$ cat src/rtl/mismatch_scoreboard.sv
// Scoreboard for single-bit reference/DUT comparisons: counts samples and mismatches,
// records the first (and optionally last, with SCB_LAST_ERR_EN) mismatch index, flags done/pass/timeout.
module mismatch_scoreboard #(
  parameter int unsigned NUM_SAMPLES = 202,
  parameter int unsigned CNT_W       = 16,
  parameter int unsigned TIMEOUT     = 1000
) (
  input  logic             clk,
  input  logic             reset,
  input  logic             start,
  input  logic             sample_valid,
  input  logic             ref_z,
  input  logic             dut_z,
  output logic             busy,
  output logic             done,
  output logic             pass,
  output logic             timeout,
  output logic [CNT_W-1:0] sample_cnt,
  output logic [CNT_W-1:0] err_cnt,
  output logic [CNT_W-1:0] first_err_idx,
  output logic             first_err_vld
`ifdef SCB_LAST_ERR_EN
  ,
  output logic [CNT_W-1:0] last_err_idx,
  output logic             last_err_vld
`endif
);

  typedef enum logic [1:0] {StIdle, StRun, StDone} state_e;

  localparam logic [CNT_W-1:0] LastSample = CNT_W'(NUM_SAMPLES - 1);
  localparam logic [CNT_W-1:0] LastCycle  = CNT_W'(TIMEOUT - 1);

  state_e           state_q;
  logic [CNT_W-1:0] cyc_cnt_q;

  logic             accept;
  logic             mismatch;
  logic             complete;
  logic             expire;
  logic [CNT_W-1:0] err_next;

  assign accept   = (state_q == StRun) && sample_valid;
  assign mismatch = ref_z ^ dut_z;
  assign complete = accept && (sample_cnt == LastSample);
  // Completion on the last allowed cycle takes precedence over the timeout.
  assign expire   = !complete && (cyc_cnt_q == LastCycle);
  assign err_next = (accept && mismatch && (err_cnt != '1)) ? err_cnt + CNT_W'(1) : err_cnt;

  always_ff @(posedge clk) begin
    if (reset) begin
      state_q       <= StIdle;
      cyc_cnt_q     <= '0;
      busy          <= 1'b0;
      done          <= 1'b0;
      pass          <= 1'b0;
      timeout       <= 1'b0;
      sample_cnt    <= '0;
      err_cnt       <= '0;
      first_err_idx <= '0;
      first_err_vld <= 1'b0;
`ifdef SCB_LAST_ERR_EN
      last_err_idx  <= '0;
      last_err_vld  <= 1'b0;
`endif
    end else if (start) begin
      // Start from any state (including RUN) discards the current sample.
      state_q       <= StRun;
      cyc_cnt_q     <= '0;
      busy          <= 1'b1;
      done          <= 1'b0;
      pass          <= 1'b0;
      timeout       <= 1'b0;
      sample_cnt    <= '0;
      err_cnt       <= '0;
      first_err_idx <= '0;
      first_err_vld <= 1'b0;
`ifdef SCB_LAST_ERR_EN
      last_err_idx  <= '0;
      last_err_vld  <= 1'b0;
`endif
    end else if (state_q == StRun) begin
      cyc_cnt_q <= cyc_cnt_q + CNT_W'(1);
      if (accept) begin
        sample_cnt <= sample_cnt + CNT_W'(1);
        err_cnt    <= err_next;
        if (mismatch && !first_err_vld) begin
          first_err_idx <= sample_cnt;
          first_err_vld <= 1'b1;
        end
`ifdef SCB_LAST_ERR_EN
        if (mismatch) begin
          last_err_idx <= sample_cnt;
          last_err_vld <= 1'b1;
        end
`endif
      end
      if (complete) begin
        state_q <= StDone;
        busy    <= 1'b0;
        done    <= 1'b1;
        pass    <= (err_next == '0);
      end else if (expire) begin
        state_q <= StDone;
        busy    <= 1'b0;
        done    <= 1'b1;
        timeout <= 1'b1;
      end
    end
  end

endmodule
$ cat config.mk
export PLATFORM = sky130hd
export DESIGN_NAME = mismatch_scoreboard
export DESIGN_NICKNAME = d
export VERILOG_FILES = /design/src/rtl/mismatch_scoreboard.sv
export SDC_FILE = /design/constraint.sdc
export NUM_CORES = 1
export LEC_CHECK = 0
export ABC_AREA = 1
export CORE_AREA = 2 2 80 82
export CTS_CLUSTER_DIAMETER = 40
export DETAILED_ROUTE_END_ITERATION = 12
export DIE_AREA = 0 0 82 84
export GPL_TIMING_DRIVEN = 1
export PLACE_DENSITY = 0.88
export SYNTH_ARGS = -nofsm -noshare
export SYNTH_HDL_FRONTEND = slang
export SYNTH_SLANG_ARGS = --single-unit
$ cat constraint.sdc
create_clock -name clk -period 3.8 [get_ports clk]
set_clock_uncertainty 0.05 [all_clocks]
set_input_delay 0.95 -clock clk [delete_from_list [all_inputs] [get_ports clk]]
set_output_delay 0.95 -clock clk [all_outputs]
set_load 0.005 [all_outputs]
# Word level (Yosys, flattened, before mapping)
# Index checks and enable logic that the tools add are counted.
# word_totals
ff_bits	71
inputBits	6
output_inout_bits	53
wordCells	50
# classes
addsub	3
n_eq_ne	4
muxes	11
bitwise_logic	2
n_reduce_logical	19
# ops
cell	count
$add A16 B1 Y16 const B	3
$eq A16 B10 Y1 const B	1
$eq A16 B8 Y1 const B	1
$logic_not A16 Y1	1
$mux W16	1
$ne A16 B16 Y1 const B	1
$mux W1	8
$reduce_and A2 Y1	4
$logic_and A1 B1 Y1	6
$reduce_and A3 Y1	2
$mux W2	2
$reduce_bool A2 Y1	2
$reduce_bool A3 Y1	1
$eq A2 B1 Y1 const B	1
$logic_not A1 Y1	2
$reduce_or A2 Y1	1
$not A1 Y1	1
$xor A1 B1 Y1	1

# Longest topological paths before layout
# logic_depth
ltp_word	9
depth_mapped	15
ltp_nobuf	14

# Worst setup path after synthesis
# No wires, ideal clock.
# synth_path
kind	in2reg
startpoint	in sample_valid
endpoint	reg sample_cnt[14]
setup_ns	0.128
arrival_time_ns	2.003
required_ns	3.622
slack_ns	1.619
path_stages	10
n_path_buf	0
cell_sequence	nand3_4 nor3_2 nand2_1 nor2_2 nand2_1 nor2_1 nand2_1 nor2_1 xor2_1 nor2_1
# synth_between
elab_chain_len	2
# synth_rtl
element	line	text
from (decl)	11	input logic sample_valid,
$logic_and A1 B1 Y1	43	assign accept = (state_q == StRun) && sample_valid;
$reduce_and A2 Y1 (no source line)	n/a	
to (signal assigned)	85	sample_cnt <= sample_cnt + CNT_W'(1);
to (decl)	18	output logic [CNT_W-1:0] sample_cnt,
# No other way between the ends.
# A chain may end at the register's enable or synchronous reset.

# Final worst setup path
# layout_path
startpoint	in sample_valid
endpoint	reg pass
# layout_between
elab_chain_len	5
word_cells_on_any_way	7
classes_between	1 x mux; 6 x reduce/logical
# layout_rtl
element	line	text
$logic_and A1 B1 Y1 *	43	
$logic_and A1 B1 Y1 (2 in series)	48	assign err_next = (accept && mismatch && (err_cnt != '1)) ? err_cnt + CNT_W'(1) : err_cnt;
$mux W16	48	
$logic_not A16 Y1	102	pass <= (err_next == '0);
to (signal assigned)	102	
to (decl)	16	output logic pass,
# Every way passes the cells marked *; elsewhere a longest branch is shown, timed or not.

==> impl_metrics.csv <==
group,metric,value,unit
floorplanning,initial_core_util,0.5437,
cts,insertion_delay,0.34,ns
power_and_ir_drop,power_frac_seq,0.558,
worst_setup_path,required,3.96,ns
timing,timing.fmax,351.8,MHz
synthesis,synth_area_leaders,"dfxtp_1 (42%), nand2_1 (12%), nor2_1 (7.6%), a21oi_1 (7.6%), inv_1 (6.6%)",
placed_design,placed_cells,608,
floorplanning,dieHeight,84,microns
timing,slew_viol_final,0,
cts,cts_tree,"yes",
drt,vias,3356,
layout,finish.net_count,552,
worst_setup_path,cp-start-kind,"input pin",
power_and_ir_drop,clockPowerShare,0.396,
flow_run,cap_violations,0,
timing,hold_slack,0.4424,ns
global_route,grt_pass1_vias,3138,
floorplanning,die_width,82,microns
floorplanning,io_pins,59,
global_route,grt_max_degree,42,
global_route,grt_pass1_wl,13.93,mm
synthesis,avgSynthCellArea,6.862,sq um
timing,slew-limit-headroom,0.5073,
global_route,grt.total_usage,0.2586,
run_status,run_status,"complete, no violations",
power_and_ir_drop,intPower,1.015,mW
worst_setup_path,endpoint_kind,"flop",
synthesis,ys_ff_latch,69,
drt,viasPerCell,5.395,
layout,utilization,0.6749,
global_route,antenna_found_initial,0,
power_and_ir_drop,pwr-share-comb,0.046,
layout,final_cells,622,
worst_setup_path,critical_path_class,"input pin to flop",
drt,ant_nets,0,
layout,drive_gt1_frac,0.06239,
power_and_ir_drop,peakVddDrop,0.2211,mV
drt,first_iter_violations,234,
cts,ctsResizeCount,0,
floorplanning,rows,29,
cts,cts_root_buffer,"clkbuf_8",
power_and_ir_drop,leakage,1.543,nW
global_route,grt_overflow_total,0,
drt,wl,8.350,mm
timing,setup_viol_count_final,0,
synthesis,synth_area,0.003314,sq mm
cts,cts_max_level,3,
cts,cts_num_sinks,69,
worst_hold_path,hp-class,"flop to flop",
drt,firstDrtPassIters,5,
floorplanning,core_area,0.006096,sq mm
power_and_ir_drop,power.density,319.5,mW/mm^2
cts,cts_buffers,9,
power_and_ir_drop,switchingPower,0.2990,mW
drt,post-route-drc-count,0,
timing,fin_crit_sh,0.7480,
worst_setup_path,worst-path-max-fanout,11,
cts,cts_setup_buffers,0,
drt,routedWlPerCell,13.42,microns
synthesis,syn_nets,493,
synthesis,yosysTopAreaCell,"dfxtp_1",
cts,clk_pin_slew_worst_paths,0.06,ns
synthesis,synth.top_cell.area_share,0.4168,
power_and_ir_drop,switching_share,0.2275,
worst_setup_path,cp.arrival,3.00,ns
layout,antennaDiodeCount,0,
cts,cts_buffer_depth,2,
layout,n_fill_cell,518,
timing,rsz0062_at_grt,"false",
synthesis,ys_types,28,
timing,hold_viol,0,
placed_design,hpwlAfterDp,5.946,mm
synthesis,ys_warn_count,0,
floorplanning,die_area,0.006888,sq mm
timing,period_needed,2.842,ns
timing,worstMarginPinSlew,0.7363,ns
placed_design,port_buffers,58,
cts,ctsHoldBuffers,0,
placed_design,finalWeightedCongestion,0.8818,
synthesis,yosysSeqAreaShare,0.4168,
synthesis,syn_inst,483,
timing,setup_tns,0,ns
layout,area_growth,24.12,%
power_and_ir_drop,power,1.314,mW
power groups by stage:
stage | Combinational (mW) | Sequential [mW] | Clock [mW]
floorplan | 0.0360 | 0.749 | 0
global placement | 0.0576 | 0.749 | 0
detailed placement | 0.0600 | 0.750 | 0
CTS | 0.0606 | 0.733 | 0.528
global route | 0.0673 | 0.734 | 0.558
finish | 0.0605 | 0.733 | 0.520
path summary, 6_finish.rpt:
path / from / endpoint / slack, ns / cells after the start
worst max-delay path: sample_valid / pass / 0.96 / 12
worst min-delay path: cyc_cnt_q[9] / cyc_cnt_q[9] / 0.44 / 2
worst max register to register: err_cnt[0] / pass / 1.48 / 13
worst min register to register: cyc_cnt_q[9] / cyc_cnt_q[9] / 0.44 / 2
layer usage:
layer,GRT usage,share of wire,vias up
li1,-,-,1671
met1,0.3243,0.43,1540
met2,0.4154,0.48,123
met3,0.06818,0.067,22
met4,0.1045,0.023,0
met5,0,0,-
stage by stage:
stage | area (sq um) | worst slack [ns]
after global routing | 4114 | 0.7751
final | 4114 | 0.9578
after global placement | 3949 | 0.7636
after detailed placement | 3949 | 0.6449
after floorplan | 3314 | 1.619
after CTS | 4114 | 0.9532
area by class of cell:
cell class / count / area [sq um] / share of cell area
Clock buffer: 12 / 155.1 / 0.03771
Clock inverter: 2 / 10.01 / 0.002433
Inverter: 61 / 229.0 / 0.05566
Multi-Input combinational cell: 341 / 1647 / 0.4002
Sequential cell: 69 / 1381 / 0.3358
Tap cell: 77 / 96.34 / 0.02342
Timing Repair Buffer: 60 / 595.6 / 0.1448
synth_stat cells, drive strengths merged:
cell	count
a211oi	2
a21oi	50
a31oi	1
buf	3
clkbuf	9
dfxtp	69
ha	4
inv	61
nand2	115
nand3	25
nand3b	3
nand4	12
nor2	74
nor3	7
nor3b	1
nor4	1
o21a	2
o21ai	35
xnor2	2
xor2	7
state kept, by name (all words and copies together), names as in the netlist:
| register | cells |
|---|---|
| busy | 1 |
| timeout | 1 |
| pass | 1 |
| sample_cnt | 16 |
| cyc_cnt_q | 16 |
| first_err_idx | 16 |
| done | 1 |
| err_cnt | 16 |
| first_err_vld | 1 |
worst max-delay path: stages:
cell and delay, ns:
clkdlybuf4s50_1 0.50, nand3_4 0.15, inv_1 0.16, nand2_1 0.11, nor2_1 0.59, nand2_1 0.18, nand2_1 0.10, nor2_1 0.05
nand2_1 0.05, nor2_1 0.04, nand3_1 0.07, a21oi_1 0.06
logic make-up (layout without fill, tap and decap cells):
| kind of cell | Yosys count | count (layout) | share of synthesized area |
|---|---|---|---|
| adders and majority gates | 4 | 4 | 0.01510 |
| buffers and inverters | 73 | 135 | 0.08720 |
| AOI/OAI and AO/OA | 90 | 90 | 0.1393 |
| DFF | 69 | 69 | 0.4168 |
| xor gates and xnor gates | 9 | 9 | 0.02378 |
| and+or+nand+nor | 238 | 238 | 0.3179 |
cells in the final DEF, fill, tap and decap left out:
cell and count:
a211oi_1 2, a21oi_1 50, a31oi_1 1, buf_4 2, clkbuf_1 1, clkbuf_8 11
clkdlybuf4s50_1 58, clkinv_2 2, dfxtp_1 69, ha_1 4, inv_1 58, inv_2 3
nand2_1 110, nand2_2 4, nand2_4 1, nand3_1 24, nand3_4 1, nand3b_1 3
nand4_1 12, nor2_1 66, nor2_2 5, nor2_4 3, nor3_1 5, nor3_2 2
nor3b_1 1, nor4_1 1, o21a_1 2, o21ai_0 35, xnor2_1 2, xor2_1 7
Note: power is estimated with default switching activity, not from simulation.
